--- src/rtl/expr_sig_pkg.sv ---
// Shared definitions for the expression-block response compactor.
//   CRC32_POLY : CRC-32 generator polynomial used by the MISR (shift-left form)
//   state_t    : compactor FSM states
//   fold90to32 : XOR-fold of a 90-bit result bus down to one 32-bit MISR input word
package expr_sig_pkg;

    localparam logic [31:0] CRC32_POLY = 32'h04C11DB7;

    typedef enum logic [1:0] {
        IDLE = 2'd0,
        RUN  = 2'd1,
        DONE = 2'd2
    } state_t;

    // Zero-extend to 96 bits so that the top word holds y[89:64] with six zero bits above it.
    function automatic logic [31:0] fold90to32(input logic [89:0] y);
        logic [95:0] y_ext;
        y_ext = {6'b0, y};
        return y_ext[31:0] ^ y_ext[63:32] ^ y_ext[95:64];
    endfunction

endpackage

--- src/rtl/expr_misr32.sv ---
// Combinational single step of a 32-bit CRC-32 MISR (shift left, Galois feedback).
// Shared with the matching upstream LFSR stimulus block.
// Ports:
//   sig_i  in  32  current signature
//   fold_i in  32  folded sample word to absorb
//   sig_o  out 32  next signature
module expr_misr32
    import expr_sig_pkg::*;
(
    input  logic [31:0] sig_i,
    input  logic [31:0] fold_i,
    output logic [31:0] sig_o
);

    assign sig_o = {sig_i[30:0], 1'b0} ^ (sig_i[31] ? CRC32_POLY : 32'h0) ^ fold_i;

endmodule

--- src/rtl/expr_sig_compactor.sv ---
// Response compactor for the expression_NNNNN blocks: captures one 90-bit result sample per
// accepted handshake, folds it to 32 bits, accumulates it in a CRC-32 MISR for a programmed
// number of vectors and compares the final signature against a golden value.
// Ports:
//   clk        in   1       rising-edge clock
//   reset      in   1       synchronous, active-high
//   start      in   1       begin a run (honoured in IDLE or DONE only)
//   abort      in   1       end the run, return to IDLE (signature/vec_count held)
//   num_vec    in   CNT_W   vectors per run, sampled on start (0 means 1)
//   golden     in   SIG_W   expected signature, sampled on start
//   y_valid    in   1       sample on y_in is valid
//   y_in       in   DATA_W  result bus from the expression block
//   y_ready    out  1       sample accepted this cycle if y_valid (RUN only)
//   busy       out  1       run in progress
//   done       out  1       run complete, held until start/abort/reset
//   pass       out  1       signature matched golden (valid while done)
//   signature  out  SIG_W   current MISR value
//   vec_count  out  CNT_W   samples accepted in current or last run
module expr_sig_compactor
    import expr_sig_pkg::*;
#(
    parameter int          DATA_W = 90,
    parameter int          SIG_W  = 32,
    parameter int          CNT_W  = 16,
    parameter logic [31:0] SEED   = 32'hFFFFFFFF
) (
    input  logic              clk,
    input  logic              reset,
    input  logic              start,
    input  logic              abort,
    input  logic [CNT_W-1:0]  num_vec,
    input  logic [SIG_W-1:0]  golden,
    input  logic              y_valid,
    input  logic [DATA_W-1:0] y_in,
    output logic              y_ready,
    output logic              busy,
    output logic              done,
    output logic              pass,
    output logic [SIG_W-1:0]  signature,
    output logic [CNT_W-1:0]  vec_count
);

    state_t             state_q;
    logic [SIG_W-1:0]   sig_q;
    logic [SIG_W-1:0]   golden_q;
    logic [CNT_W-1:0]   cnt_q;
    logic [CNT_W-1:0]   limit_q;
    logic               ready_q;
    logic               busy_q;
    logic               done_q;
    logic               pass_q;

    logic [31:0]        fold_w;
    logic [SIG_W-1:0]   sig_d;
    logic [CNT_W-1:0]   cnt_d;
    logic               accept;

    assign fold_w = fold90to32(y_in);

    expr_misr32 u_misr (
        .sig_i  (sig_q),
        .fold_i (fold_w),
        .sig_o  (sig_d)
    );

    assign cnt_d  = cnt_q + CNT_W'(1);
    // ready_q is high exactly in RUN, so this is the handshake.
    assign accept = y_valid & ready_q;

    always_ff @(posedge clk) begin
        if (reset) begin
            state_q  <= IDLE;
            sig_q    <= '0;
            golden_q <= '0;
            cnt_q    <= '0;
            limit_q  <= '0;
            ready_q  <= 1'b0;
            busy_q   <= 1'b0;
            done_q   <= 1'b0;
            pass_q   <= 1'b0;
        end else if (abort) begin
            // Any pending sample is dropped; signature and count stay for inspection.
            state_q <= IDLE;
            ready_q <= 1'b0;
            busy_q  <= 1'b0;
            done_q  <= 1'b0;
            pass_q  <= 1'b0;
        end else begin
            case (state_q)
                IDLE, DONE: begin
                    if (start) begin
                        state_q  <= RUN;
                        sig_q    <= SEED;
                        cnt_q    <= '0;
                        limit_q  <= (num_vec == '0) ? CNT_W'(1) : num_vec;
                        golden_q <= golden;
                        ready_q  <= 1'b1;
                        busy_q   <= 1'b1;
                        done_q   <= 1'b0;
                        pass_q   <= 1'b0;
                    end
                end
                RUN: begin
                    // start is deliberately ignored here; the run continues.
                    if (accept) begin
                        sig_q <= sig_d;
                        cnt_q <= cnt_d;
                        if (cnt_d == limit_q) begin
                            // Final sample folds in on this edge; pass uses the folded value.
                            state_q <= DONE;
                            ready_q <= 1'b0;
                            busy_q  <= 1'b0;
                            done_q  <= 1'b1;
                            pass_q  <= (sig_d == golden_q);
                        end
                    end
                end
                default: begin
                    state_q <= IDLE;
                    ready_q <= 1'b0;
                    busy_q  <= 1'b0;
                end
            endcase
        end
    end

    assign y_ready   = ready_q;
    assign busy      = busy_q;
    assign done      = done_q;
    assign pass      = pass_q;
    assign signature = sig_q;
    assign vec_count = cnt_q;

endmodule

--- config.mk ---
export PLATFORM = sky130hd
export DESIGN_NAME = expr_sig_compactor
export DESIGN_NICKNAME = d
export VERILOG_FILES = /design/src/rtl/expr_sig_pkg.sv /design/src/rtl/expr_misr32.sv /design/src/rtl/expr_sig_compactor.sv
export SDC_FILE = /design/constraint.sdc
export NUM_CORES = 1
export LEC_CHECK = 0
export CAP_MARGIN = 20
export CELL_PAD_IN_SITES_DETAIL_PLACEMENT = 0
export CELL_PAD_IN_SITES_GLOBAL_PLACEMENT = 1
export CORE_ASPECT_RATIO = 0.8
export CORE_MARGIN = 2
export CORE_UTILIZATION = 30
export CTS_CLUSTER_SIZE = 16
export DETAILED_ROUTE_END_ITERATION = 12
export GPL_TIMING_DRIVEN = 0
export MAX_ROUTING_LAYER = met4
export PLACE_DENSITY = 0.82
export SKIP_CTS_REPAIR_TIMING = 1
export SLEW_MARGIN = 40
export SYNTH_ARGS = -nofsm -noshare
export SYNTH_HDL_FRONTEND = slang
export SYNTH_SLANG_ARGS = --single-unit
export TNS_END_PERCENT = 1
--- constraint.sdc ---
create_clock -name clk -period 2.35 [get_ports clk]
set_input_delay 0.3525 -clock clk [delete_from_list [all_inputs] [get_ports clk]]
set_output_delay 0.3525 -clock clk [all_outputs]
set_load 0.02 [all_outputs]
==> metrics.txt <==
# TYPE chip_impl_metric gauge
chip_impl_metric{name="floorplan.rows",unit=""} 45
chip_impl_metric{name="portBuffers",unit=""} 193
chip_impl_metric{name="synth.distinct_cells",unit=""} 57
chip_impl_info{name="cp_cell_sequence",value="ha_4 -> buf_6 -> nand3_4 -> or4_4 -> mux2i_1 -> nand4_1 -> buf_6 -> nor4_4 -> nand4_1 -> a21boi_1"} 1
chip_impl_metric{name="grt.overflow.total",unit=""} 0
chip_impl_metric{name="clk_pin_slew",unit="ns"} 0.07
chip_impl_metric{name="setup_violations",unit=""} 5
chip_impl_metric{name="clkPwrFrac",unit=""} 0.332
chip_impl_metric{name="timing.clock.skew",unit="ns"} 0.00989
chip_impl_info{name="top_cells_by_area_synth",value="dfxtp_1 34%, xnor2_1 13%, nand2_1 7.6%"} 1
chip_impl_metric{name="power.share.sequential",unit=""} 0.391
chip_impl_info{name="synth.cells.most_frequent",value="118 x nand2_1, 101 x dfxtp_1, 88 x xnor2_1, 70 x a21oi_1, 61 x nor2_1"} 1
chip_impl_metric{name="max-slew-margin-rel",unit=""} 0.562
chip_impl_info{name="root_buffer",value="clkbuf_16"} 1
chip_impl_info{name="failed_checks",value="negative setup slack"} 1
chip_impl_metric{name="synthesis.area_per_instance",unit="um2"} 8.42
chip_impl_info{name="outcome",value="complete, but fails checks"} 1
chip_impl_metric{name="critical-path-max-stage-delay",unit="ns"} 0.57
chip_impl_metric{name="layout_setup_ws",unit="ns"} -0.145
chip_impl_metric{name="hold_viol",unit=""} 0
chip_impl_metric{name="final_cell_count_no_fill",unit=""} 1170
chip_impl_metric{name="boundaryPins",unit=""} 195
chip_impl_metric{name="route.vias.total",unit=""} 5636
chip_impl_metric{name="clock_tree.buffer_depth",unit=""} 2
chip_impl_info{name="hold_path.class",value="register to register"} 1
chip_impl_metric{name="synth_nets",unit=""} 840
chip_impl_metric{name="timing.critical_path.fanout_max",unit=""} 7
chip_impl_metric{name="chipHeight",unit="um"} 129
chip_impl_metric{name="finalCriticalPeriod",unit="ns"} 2.49
chip_impl_metric{name="detailedRoute.firstPassIterationCount",unit=""} 5
chip_impl_metric{name="place.gp.congestion",unit=""} 0.894
chip_impl_metric{name="drc_violation_count_after_routing",unit=""} 0
chip_impl_metric{name="clk_latency",unit="ns"} 0.35
chip_impl_metric{name="synth_warn",unit=""} 0
chip_impl_metric{name="htree_levels",unit=""} 3
chip_impl_metric{name="wl",unit="mm"} 20.2
chip_impl_info{name="tritoncts",value="built"} 1
chip_impl_metric{name="post_drt_wl_per_cell",unit="um"} 17.3
chip_impl_info{name="setup.worst_path.end_class",value="register"} 1
chip_impl_metric{name="detail-route-antenna-nets",unit=""} 0
chip_impl_metric{name="drive_gt1_frac",unit=""} 0.0691
chip_impl_metric{name="switching_share",unit=""} 0.288
chip_impl_info{name="grt_setup_unrepaired",value="yes"} 1
chip_impl_metric{name="finalMaxSlewViolations",unit=""} 0
chip_impl_metric{name="drtIter0Drc",unit=""} 448
chip_impl_metric{name="finalSetupTns",unit="ns"} -0.621
chip_impl_metric{name="place.detailed.hpwl",unit="mm"} 16.2
chip_impl_metric{name="number_of_antenna_diodes",unit=""} 0
chip_impl_metric{name="layout-area-overhead-vs-synth",unit="%"} 46.8
chip_impl_metric{name="cts_sinks",unit=""} 101
chip_impl_metric{name="post_place_cell_area",unit="um2"} 8120
chip_impl_metric{name="synth_enable_flop_cells",unit=""} 0
chip_impl_metric{name="yosys.area.top_type_share",unit=""} 0.345
chip_impl_metric{name="critical_path_arrival",unit="ns"} 2.77
chip_impl_metric{name="nets",unit=""} 1052
chip_impl_metric{name="dieArea",unit="um2"} 20700
chip_impl_metric{name="leakagePower",unit="uW"} 0.00300
chip_impl_metric{name="first_global_vias",unit=""} 5271
chip_impl_metric{name="numCtsBuffers",unit=""} 9
chip_impl_metric{name="synth.cell_area",unit="um2"} 5860
chip_impl_metric{name="ir_drop",unit="mV"} 0.378
chip_impl_metric{name="synth_seq_cells",unit=""} 101
chip_impl_metric{name="max_slew.worst_pin.slew",unit="ns"} 0.657
chip_impl_metric{name="wire_length_of_the_first_global_routing_pass",unit="mm"} 30.7
chip_impl_info{name="crit_path_start_kind",value="register"} 1
chip_impl_info{name="worst-setup-path-type",value="register to register"} 1
chip_impl_info{name="worst_path_max_delay_cell",value="or4_4"} 1
chip_impl_info{name="most_used_standard_cell_by_instance_count_after_synthesis",value="nand2_1"} 1
chip_impl_metric{name="power.share.combinational",unit=""} 0.278
chip_impl_info{name="yosys_most_used_dff",value="dfxtp_1"} 1
chip_impl_metric{name="fillerInstances",unit=""} 1865
chip_impl_metric{name="power_report.internal_total",unit="uW"} 3430
chip_impl_metric{name="floorplan_core_area",unit="um2"} 19100
chip_impl_metric{name="maxClockFrequency",unit="MHz"} 401
chip_impl_metric{name="synth-async-reset-ratio",unit=""} 0
chip_impl_metric{name="power_density",unit="nW/um2"} 561
chip_impl_metric{name="cp_data_required_time",unit="ns"} 2.63
chip_impl_metric{name="vias_per_cell",unit=""} 4.82
chip_impl_metric{name="cap_violations",unit=""} 0
chip_impl_metric{name="die_x",unit="um"} 160
chip_impl_metric{name="post-route-period-util",unit=""} 1.06
chip_impl_metric{name="fin_area",unit="um2"} 8600
chip_impl_metric{name="grt_use_total",unit=""} 0.200
chip_impl_metric{name="antenna_found_initial",unit=""} 1
chip_impl_metric{name="p_switching",unit="uW"} 1390
chip_impl_metric{name="grt_start_max_net_pins",unit=""} 17
chip_impl_metric{name="place.detailed.instances",unit=""} 1147
chip_impl_metric{name="synth-seq-area-share",unit=""} 0.345
chip_impl_info{name="yosys_top_cell_by_area",value="dfxtp_1"} 1
chip_impl_metric{name="synthCells",unit=""} 696
chip_impl_metric{name="fin_worst_hold_slack",unit="ns"} 0.460
chip_impl_metric{name="initial_utilization",unit=""} 0.307
-- worst paths after layout --
kind                      from            to  slack [ns]  cells past startpoint
setup / recovery  vec_count[0]    state_q[1]       -0.14                     10
hold / removal    golden_q[29]  golden_q[29]        0.46                      2
setup reg to reg  vec_count[0]    state_q[1]       -0.14                     10
hold reg to reg   golden_q[29]  golden_q[29]        0.46                      2
-- layout make-up --
type | count | area, um2 | area share
well taps | 258 | 323 | 0.0375
clock buffers | 10 | 229 | 0.0266
inverters | 2 | 7.51 | 0.000872
multi-input cells | 547 | 3720 | 0.432
clock inverters | 5 | 83.8 | 0.00974
repair buffers | 201 | 2000 | 0.232
flip-flops and latches | 101 | 2030 | 0.236
plain buffers | 46 | 214 | 0.0249
-- flip-flops by register name, summed over array words and instances (netlist names) --
signal     count
vec_count     16
done           1
state_q        2
limit_q       16
signature     32
busy           1
golden_q      32
pass           1
-- placed cells by master, fill, tap and decap left out, drive strengths merged, types with 18 or more instances in the layout --
master / n
a21oi: 70
a311oi: 18
buf: 19
clkbuf: 45
clkdlybuf4s50: 193
dfxtp: 101
nand2: 118
nor2: 61
xnor2: 91
xor2: 33
-- critical path, delay by kind of cell, from the launching register on --
kind / cells / cell delay (ns)
flops: 1 / 0.38
mux: 1 / 0.18
buf+inv: 2 / 0.26
simple gates: 5 / 1.30
compound gates: 1 / 0.17
fa+ha+maj: 1 / 0.13
-- metal layers --
layer	GRT usage	up-vias	part of all wire
li1	-	2832	-
met4	0.0488	0	0.014
met3	0.0458	20	0.085
met1	0.283	2558	0.48
met5	-	-	0
met2	0.289	226	0.42
-- cell families (layout without fill, tap and decap cells) --
logic type               count (synthesis)  count (layout)  synth area share
buffers and inverters                   48             264            0.0337
multiplexers                             2               2           0.00363
adder cells (fa/ha/maj)                  1               1           0.00213
AO/OA/AOI/OAI                          139             139             0.147
flip-flops                             101             101             0.345
AND/OR/NAND/NOR                        266             266             0.210
XOR/XNOR                               139             139             0.258
-- power groups by stage --
stage | clock (uW) | combinational [uW] | sequential, uW
global route | 1700 | 1440 | 1890
finish | 1600 | 1340 | 1880
global placement | 0 | 1320 | 1920
detailed placement | 0 | 1320 | 1920
floorplan | 0 | 719 | 1950
CTS | 1630 | 1330 | 1880
-- stage by stage --
stage               setup slack [ns]  total power, uW  utilization
floorplan                     0.0259             2660            -
global placement              -0.525             3240        0.426
detailed placement            -0.540             3240        0.426
CTS                           -0.355             4840        0.442
global route                  -0.300             5030        0.451
finish                        -0.145             4820        0.451
Note: power is estimated with default switching activity, not from simulation.
